[src/rtl/toggle_counter_pkg.sv]
// Shared constants for the toggle_counter block.
// Build option: define TOGGLE_COUNTER_SATURATE_EN for saturate mode (default: wrap).
package toggle_counter_pkg;

    localparam int   DEFAULT_WIDTH = 4;

    // Counting direction as carried on the 'up' input
    localparam logic DIR_UP   = 1'b1;
    localparam logic DIR_DOWN = 1'b0;

endpackage : toggle_counter_pkg

[src/rtl/toggle_counter_if.sv]
// Control and status bundle for toggle_counter.
// The master drives enable/direction/load. The slave (the counter) returns the count and its flags.
interface toggle_counter_if
    import toggle_counter_pkg::*;
#(
    parameter int WIDTH = DEFAULT_WIDTH
);

    logic             en;
    logic             up;
    logic             load;
    logic [WIDTH-1:0] load_val;
    logic [WIDTH-1:0] Q;
    logic [WIDTH-1:0] Qb;
    logic             tc;
    logic             bound;

    modport master (
        output en, up, load, load_val,
        input  Q, Qb, tc, bound
    );

    modport slave (
        input  en, up, load, load_val,
        output Q, Qb, tc, bound
    );

endinterface : toggle_counter_if

[src/rtl/tff_cell.sv]
// Single T flip-flop bit with a synchronous active-high reset.
// It provides true and complement outputs, and both are registered.
module tff_cell (
    input  logic clock,
    input  logic reset,
    input  logic i_t,
    output logic o_q,
    output logic o_qb
);

    logic r_q;
    logic r_qb;

    // Toggle both halves together so the complement can never drift from the true output
    always_ff @(posedge clock) begin
        // NOTE: state registers use non-blocking assignments so every flop samples pre-edge values.
        if (reset) begin
            r_q  <= 1'b0;
            r_qb <= 1'b1;
        end else if (i_t) begin
            r_q  <= ~r_q;
            r_qb <= ~r_qb;
        end
    end

    assign o_q  = r_q;
    assign o_qb = r_qb;

endmodule : tff_cell

[src/rtl/toggle_counter.sv]
// Up/down counter built from T flip-flops. It has a synchronous load, a terminal-count flag,
// and a one-cycle boundary flag.
// Build option: define TOGGLE_COUNTER_SATURATE_EN to hold at the bounds instead of wrapping.
module toggle_counter
    import toggle_counter_pkg::*;
#(
    parameter int WIDTH = DEFAULT_WIDTH,
    parameter int MAX   = 2**WIDTH - 1
)(
    input  logic              clock,
    input  logic              reset,
    toggle_counter_if.slave   bus
);

    localparam logic [WIDTH-1:0] MAX_Q  = WIDTH'(MAX);
    localparam logic [WIDTH-1:0] ZERO_Q = '0;
    localparam logic [WIDTH-1:0] ONE_Q  = WIDTH'(1);

    logic [WIDTH-1:0] w_q;
    logic [WIDTH-1:0] w_qb;
    logic [WIDTH-1:0] w_q_next;
    logic [WIDTH-1:0] w_t;
    logic             w_at_max;
    logic             w_at_zero;
    logic             w_tc;
    logic             r_bound;

    assign w_at_max  = (w_q == MAX_Q);
    assign w_at_zero = (w_q == ZERO_Q);

    // The terminal count follows the live direction input, so a direction change shows up immediately
    assign w_tc = ((bus.up == DIR_UP)   && w_at_max) ||
                  ((bus.up == DIR_DOWN) && w_at_zero);

    // Select the next count: load (clamped) beats a step, and with neither the count holds
    always_comb begin
        // NOTE: default assignment first so no path through this block leaves w_q_next unassigned (no latch).
        w_q_next = w_q;
        if (bus.load) begin
            w_q_next = (bus.load_val > MAX_Q) ? MAX_Q : bus.load_val;
        end else if (bus.en) begin
            if (w_tc) begin
`ifdef TOGGLE_COUNTER_SATURATE_EN
                w_q_next = w_q;
`else
                w_q_next = (bus.up == DIR_UP) ? ZERO_Q : MAX_Q;
`endif
            end else if (bus.up == DIR_UP) begin
                w_q_next = w_q + ONE_Q;
            end else begin
                w_q_next = w_q - ONE_Q;
            end
        end
    end

    // Each bit toggles exactly where the current and next counts differ
    assign w_t = w_q ^ w_q_next;

    // One T flip-flop per count bit
    for (genvar gi = 0; gi < WIDTH; gi++) begin : g_bit
        tff_cell u_cell (
            .clock (clock),
            .reset (reset),
            .i_t   (w_t[gi]),
            .o_q   (w_q[gi]),
            .o_qb  (w_qb[gi])
        );
    end

    // Flag a step taken at a bound for exactly one cycle; a load or an idle cycle clears it
    always_ff @(posedge clock) begin
        if (reset) begin
            r_bound <= 1'b0;
        end else begin
            r_bound <= !bus.load && bus.en && w_tc;
        end
    end

    assign bus.Q     = w_q;
    assign bus.Qb    = w_qb;
    assign bus.tc    = w_tc;
    assign bus.bound = r_bound;

endmodule : toggle_counter

[src/flat_wrapper.sv]
// flat-port wrapper written by rule: the top's interface ports become plain ports
module toggle_counter_flat import toggle_counter_pkg::*;
#(
    parameter int WIDTH = DEFAULT_WIDTH,
    parameter int MAX   = 2**WIDTH - 1
)
  (clock, reset, bus_en, bus_up, bus_load, bus_load_val, bus_Q, bus_Qb, bus_tc, bus_bound);
  toggle_counter_if #(.WIDTH(WIDTH)) bus_i ();
  input  logic clock;
  input  logic reset;
  input wire logic [$bits(bus_i.en)-1:0] bus_en;
  input wire logic [$bits(bus_i.up)-1:0] bus_up;
  input wire logic [$bits(bus_i.load)-1:0] bus_load;
  input wire logic [$bits(bus_i.load_val)-1:0] bus_load_val;
  output wire logic [$bits(bus_i.Q)-1:0] bus_Q;
  output wire logic [$bits(bus_i.Qb)-1:0] bus_Qb;
  output wire logic [$bits(bus_i.tc)-1:0] bus_tc;
  output wire logic [$bits(bus_i.bound)-1:0] bus_bound;
  assign bus_i.en = bus_en;
  assign bus_i.up = bus_up;
  assign bus_i.load = bus_load;
  assign bus_i.load_val = bus_load_val;
  assign bus_Q = bus_i.Q;
  assign bus_Qb = bus_i.Qb;
  assign bus_tc = bus_i.tc;
  assign bus_bound = bus_i.bound;
  toggle_counter #(.WIDTH(WIDTH), .MAX(MAX)) u_core (.clock(clock), .reset(reset), .bus(bus_i));
endmodule
[config.mk]
export PLATFORM = sky130hd
export DESIGN_NAME = toggle_counter_flat
export DESIGN_NICKNAME = d
export VERILOG_FILES = /design/src/rtl/toggle_counter_pkg.sv /design/src/rtl/toggle_counter_if.sv /design/src/rtl/tff_cell.sv /design/src/rtl/toggle_counter.sv /design/src/flat_wrapper.sv
export SDC_FILE = /design/constraint.sdc
export NUM_CORES = 1
export LEC_CHECK = 0
export BUFFER_PORTS_ARGS = -buffer_cell sky130_fd_sc_hd__buf_4
export CAP_MARGIN = 25
export CELL_PAD_IN_SITES_DETAIL_PLACEMENT = 1
export CELL_PAD_IN_SITES_GLOBAL_PLACEMENT = 1
export CORE_AREA = 5 5 46 48
export CTS_BUF_LIST = sky130_fd_sc_hd__clkbuf_2 sky130_fd_sc_hd__clkbuf_4 sky130_fd_sc_hd__clkbuf_8
export CTS_CLUSTER_SIZE = 25
export DETAILED_ROUTE_END_ITERATION = 12
export DIE_AREA = 0 0 51 53
export GPL_TIMING_DRIVEN = 0
export HOLD_SLACK_MARGIN = 0.02
export PLACE_DENSITY = 0.93
export SLEW_MARGIN = 20
export SYNTH_ARGS = -nofsm -noshare
export SYNTH_HDL_FRONTEND = slang
export SYNTH_SLANG_ARGS = --single-unit
[constraint.sdc]
create_clock -name clock -period 3.6 [get_ports clock]
set_clock_uncertainty 0.05 [all_clocks]
set_input_delay 0.36 -clock clock [delete_from_list [all_inputs] [get_ports clock]]
set_output_delay 0.36 -clock clock [all_outputs]
set_load 0.02 [all_outputs]
==> metrics.md <==
| Metric | Value |
|---|---|
| Status | completed |
| Clock root cell | clkbuf_4 |
| Final number of hold-violating endpoints | 0 |
| Vias in the first global route | 585 |
| Place WS | 1.45 ns |
| Slowest-stage cell, CP | dfxtp_1 |
| Yosys top cell area share | 28.4% |
| CTS Buf Count | 3 |
| Startpoint types | register |
| Largest net degree at the start of global routing | 11 |
| Antenna-violating nets left | 0 |
| Critical path's most frequent cell | a21oi_1 |
| Clk_lat worst skew | 0.27 ns |
| Vias | 597 |
| Top cells by count, synth | dfxtp_1, buf_4, inv_1, xnor2_1, nor2_1 |
| Post-Syn Area | 634 sq um |
| First-pass GRT wire length | 2.50 mm |
| Post-synth EDFFs | 0 |
| Fin crit share | 56.7% |
| Critical Path End | u_core.g_bit[3].u_cell.o_qb |
| Final setup viols | 0 |
| RSZ-0062 raised after global routing | no |
| Total GRT Usage | 13.0% |
| #FFs+latches synth | 9 |
| Detailed Routing Iterations Pass 1 | 4 |
| Area contributors post-synth | dfxtp_1, xnor2_1, buf_4 |
| Final Critical Period | 2.04 ns |
| IO Count | 19 |
| CTS tree | yes |
| Hpwl dp | 1.23 mm |
| VDD IR max | 0.000171 V |
| CP cell instances | ha_1 -> a21oi_1 -> a21oi_1 -> o2111a_1 -> or3_1 -> a21o_1 |
| Register area share after synthesis | 28.4% |
| Hold wc startpoint | reset |
| Worst endpoint required time | 3.72 ns |
| Core box area | 1670 sq um |
| Max Cap Viol | 0 |
| Post-Route WL | 1.57 mm |
| Slew @ Worst Pin | 0.407 ns |
| Static Leakage | 0.381 nW |
| Synth Flop Type | dfxtp_1 |
| Setup Buffers After CTS | 0 |
| Die Ht | 53 um |
| Final worst-path setup slack | 1.56 ns |
| Area leader, netlist | dfxtp_1 |
| Relative slew slack | 72.2% |
| Via density | 5.10 |
| CP startpoint | u_core.g_bit[2].u_cell.o_q |
| Critical path class | reg2reg |
| Syn. warnings | 0 |
| Final slew viol count | 0 |
| Hold_buf cts | 0 |
| Fraction of layout cells with a size suffix above 1 | 32.0% |
| PwrDens | 462 nW/um^2 |
| Post-synth cell types | 25 |
| CP max stage delay | 0.46 ns |
| Syn Inst Count | 78 |
| # fillers | 216 |
| Initial antenna violation count | 0 |
| Gpl congestion | 0.759 |
| DRC violations left | 0 |
| Die Wd | 51 um |
| WP data arrival | 2.16 ns |
| FMAX | 490 MHz |
| Top Family by Delay on Critical Path | compound AO/OA/AOI/OAI gates |
| CP bufs+invs | 0 |
| Cells on worst reg2reg path | 6 |
| Async set-reset flop share out of synthesis | 0% |
| Mapped Nets | 90 |
| Grt ovf | 0 |
| Min-Delay Path Class | in2reg |
| Setup_tns | 0 ns |
| Worst r2r src | u_core.g_bit[2].u_cell.o_q |
| Syn avg cell area | 8.13 sq um |
| Path length in cells of the critical path | 6 |
| Clock-pin slew on the worst setup and hold paths | 0.07 ns |
| Maximum clock insertion buffer count | 2 |
| RR Endpoint | u_core.g_bit[3].u_cell.o_qb |
| Port Buffers | 18 |
| Clk sinks | 9 |
| FP Rows | 15 |
| Starting Density | 38.0% |
| Iteration-0 DRC Markers | 8 |
| CP max FO | 6 |
| Net count reported at finish | 113 |
| DIE AREA | 2700 sq um |
| Crit. End Element | register |
| Number of inserted diodes | 0 |
| Count of cells resized by post-cts repair | 0 |
| H-tree Lvls | 1 |
| Post-DR wirelength/cell | 13.5 um |
| Dominant cell by count in the synthesized netlist | dfxtp_1 |
| Syn-to-layout area delta | 29.4% |
| R2r setup slk | 1.56 ns |
==> metrics by stage <==
stage	power, mW	util (%)	cell area [sq um]	hold WS, ns	std cells
finish	0.379	49.1	821	0.272	117
global route	0.405	49.1	821	0.274	117
CTS	0.386	49.1	821	0.261	117
detailed placement	0.292	47.3	791	0.445	113
global placement	0.285	47.3	791	0.436	113
floorplan	0.241	-	634	0.382	78
==> layout by cell type, fill, tap and decap left out, types with 3 or more instances in the layout <==
cell       n
buf_4     26
dfxtp_1    9
inv_1      7
xnor2_1    7
nor2_1     6
a21oi_1    5
nor2b_1    5
clkbuf_4   4
nor3_1     3
nand2_1    3
nand2b_1   3
xor2_1     3
==> final cells by class <==
cell class	count	area (sq um)	area share, %
plain buffers	10	68.8	8.38
clock buffers	4	30.0	3.66
inverters	7	26.3	3.20
multi-input cells	52	359	43.7
flip-flops and latches	9	180	22.0
well taps	17	21.3	2.59
repair buffers	18	135	16.5
==> kinds of logic after synthesis <==
group / Yosys count / share of synthesized area, %
simple gates: 25 / 20.1
buf+inv: 17 / 15.0
compound gates: 14 / 15.6
xor+xnor: 10 / 13.8
flops: 9 / 28.4
fa+ha+maj: 3 / 7.10
==> state kept, by name, summed over array words and instances (netlist names) <==
register,cells
u_core.g_bit.u_cell.o_qb,4
u_core.g_bit.u_cell.o_q,4
u_core.bus.bound,1
==> metal layers <==
metal  track usage (%)  wire length [um]  vias up
li1                  -                 -      298
met1              14.0               651      277
met2              23.4               805       17
met3              2.54                76        5
met4              8.07                41        0
met5                 0                 0        -
==> how the worst min path moves through the flow <==
stage	to	slack, ns	cells after the start
after floorplan	u_core.g_bit[1].u_cell.o_q	0.38	1
after global placement	u_core.g_bit[0].u_cell.o_qb	0.44	2
after detailed placement	u_core.g_bit[0].u_cell.o_qb	0.44	2
after CTS	u_core.g_bit[1].u_cell.o_q	0.26	2
after global routing	u_core.g_bit[2].u_cell.o_q	0.27	2
final	u_core.g_bit[1].u_cell.o_q	0.27	2
==> report_power, final <==
group	total [mW]	internal (mW)	switching [mW]
clock	0.0908	0.0505	0.0403
sequential	0.130	0.115	0.0150
combinational	0.158	0.0841	0.0738
==> worst reg2reg max path: cells and delay by family (launching register included) <==
family | cells | cell delay [ns]
AO/OA/AOI/OAI | 4 | 0.74
adder cells (fa/ha/maj) | 1 | 0.32
flip-flops | 1 | 0.46
AND/OR/NAND/NOR | 1 | 0.37
Note: power is estimated with default switching activity, not from simulation.
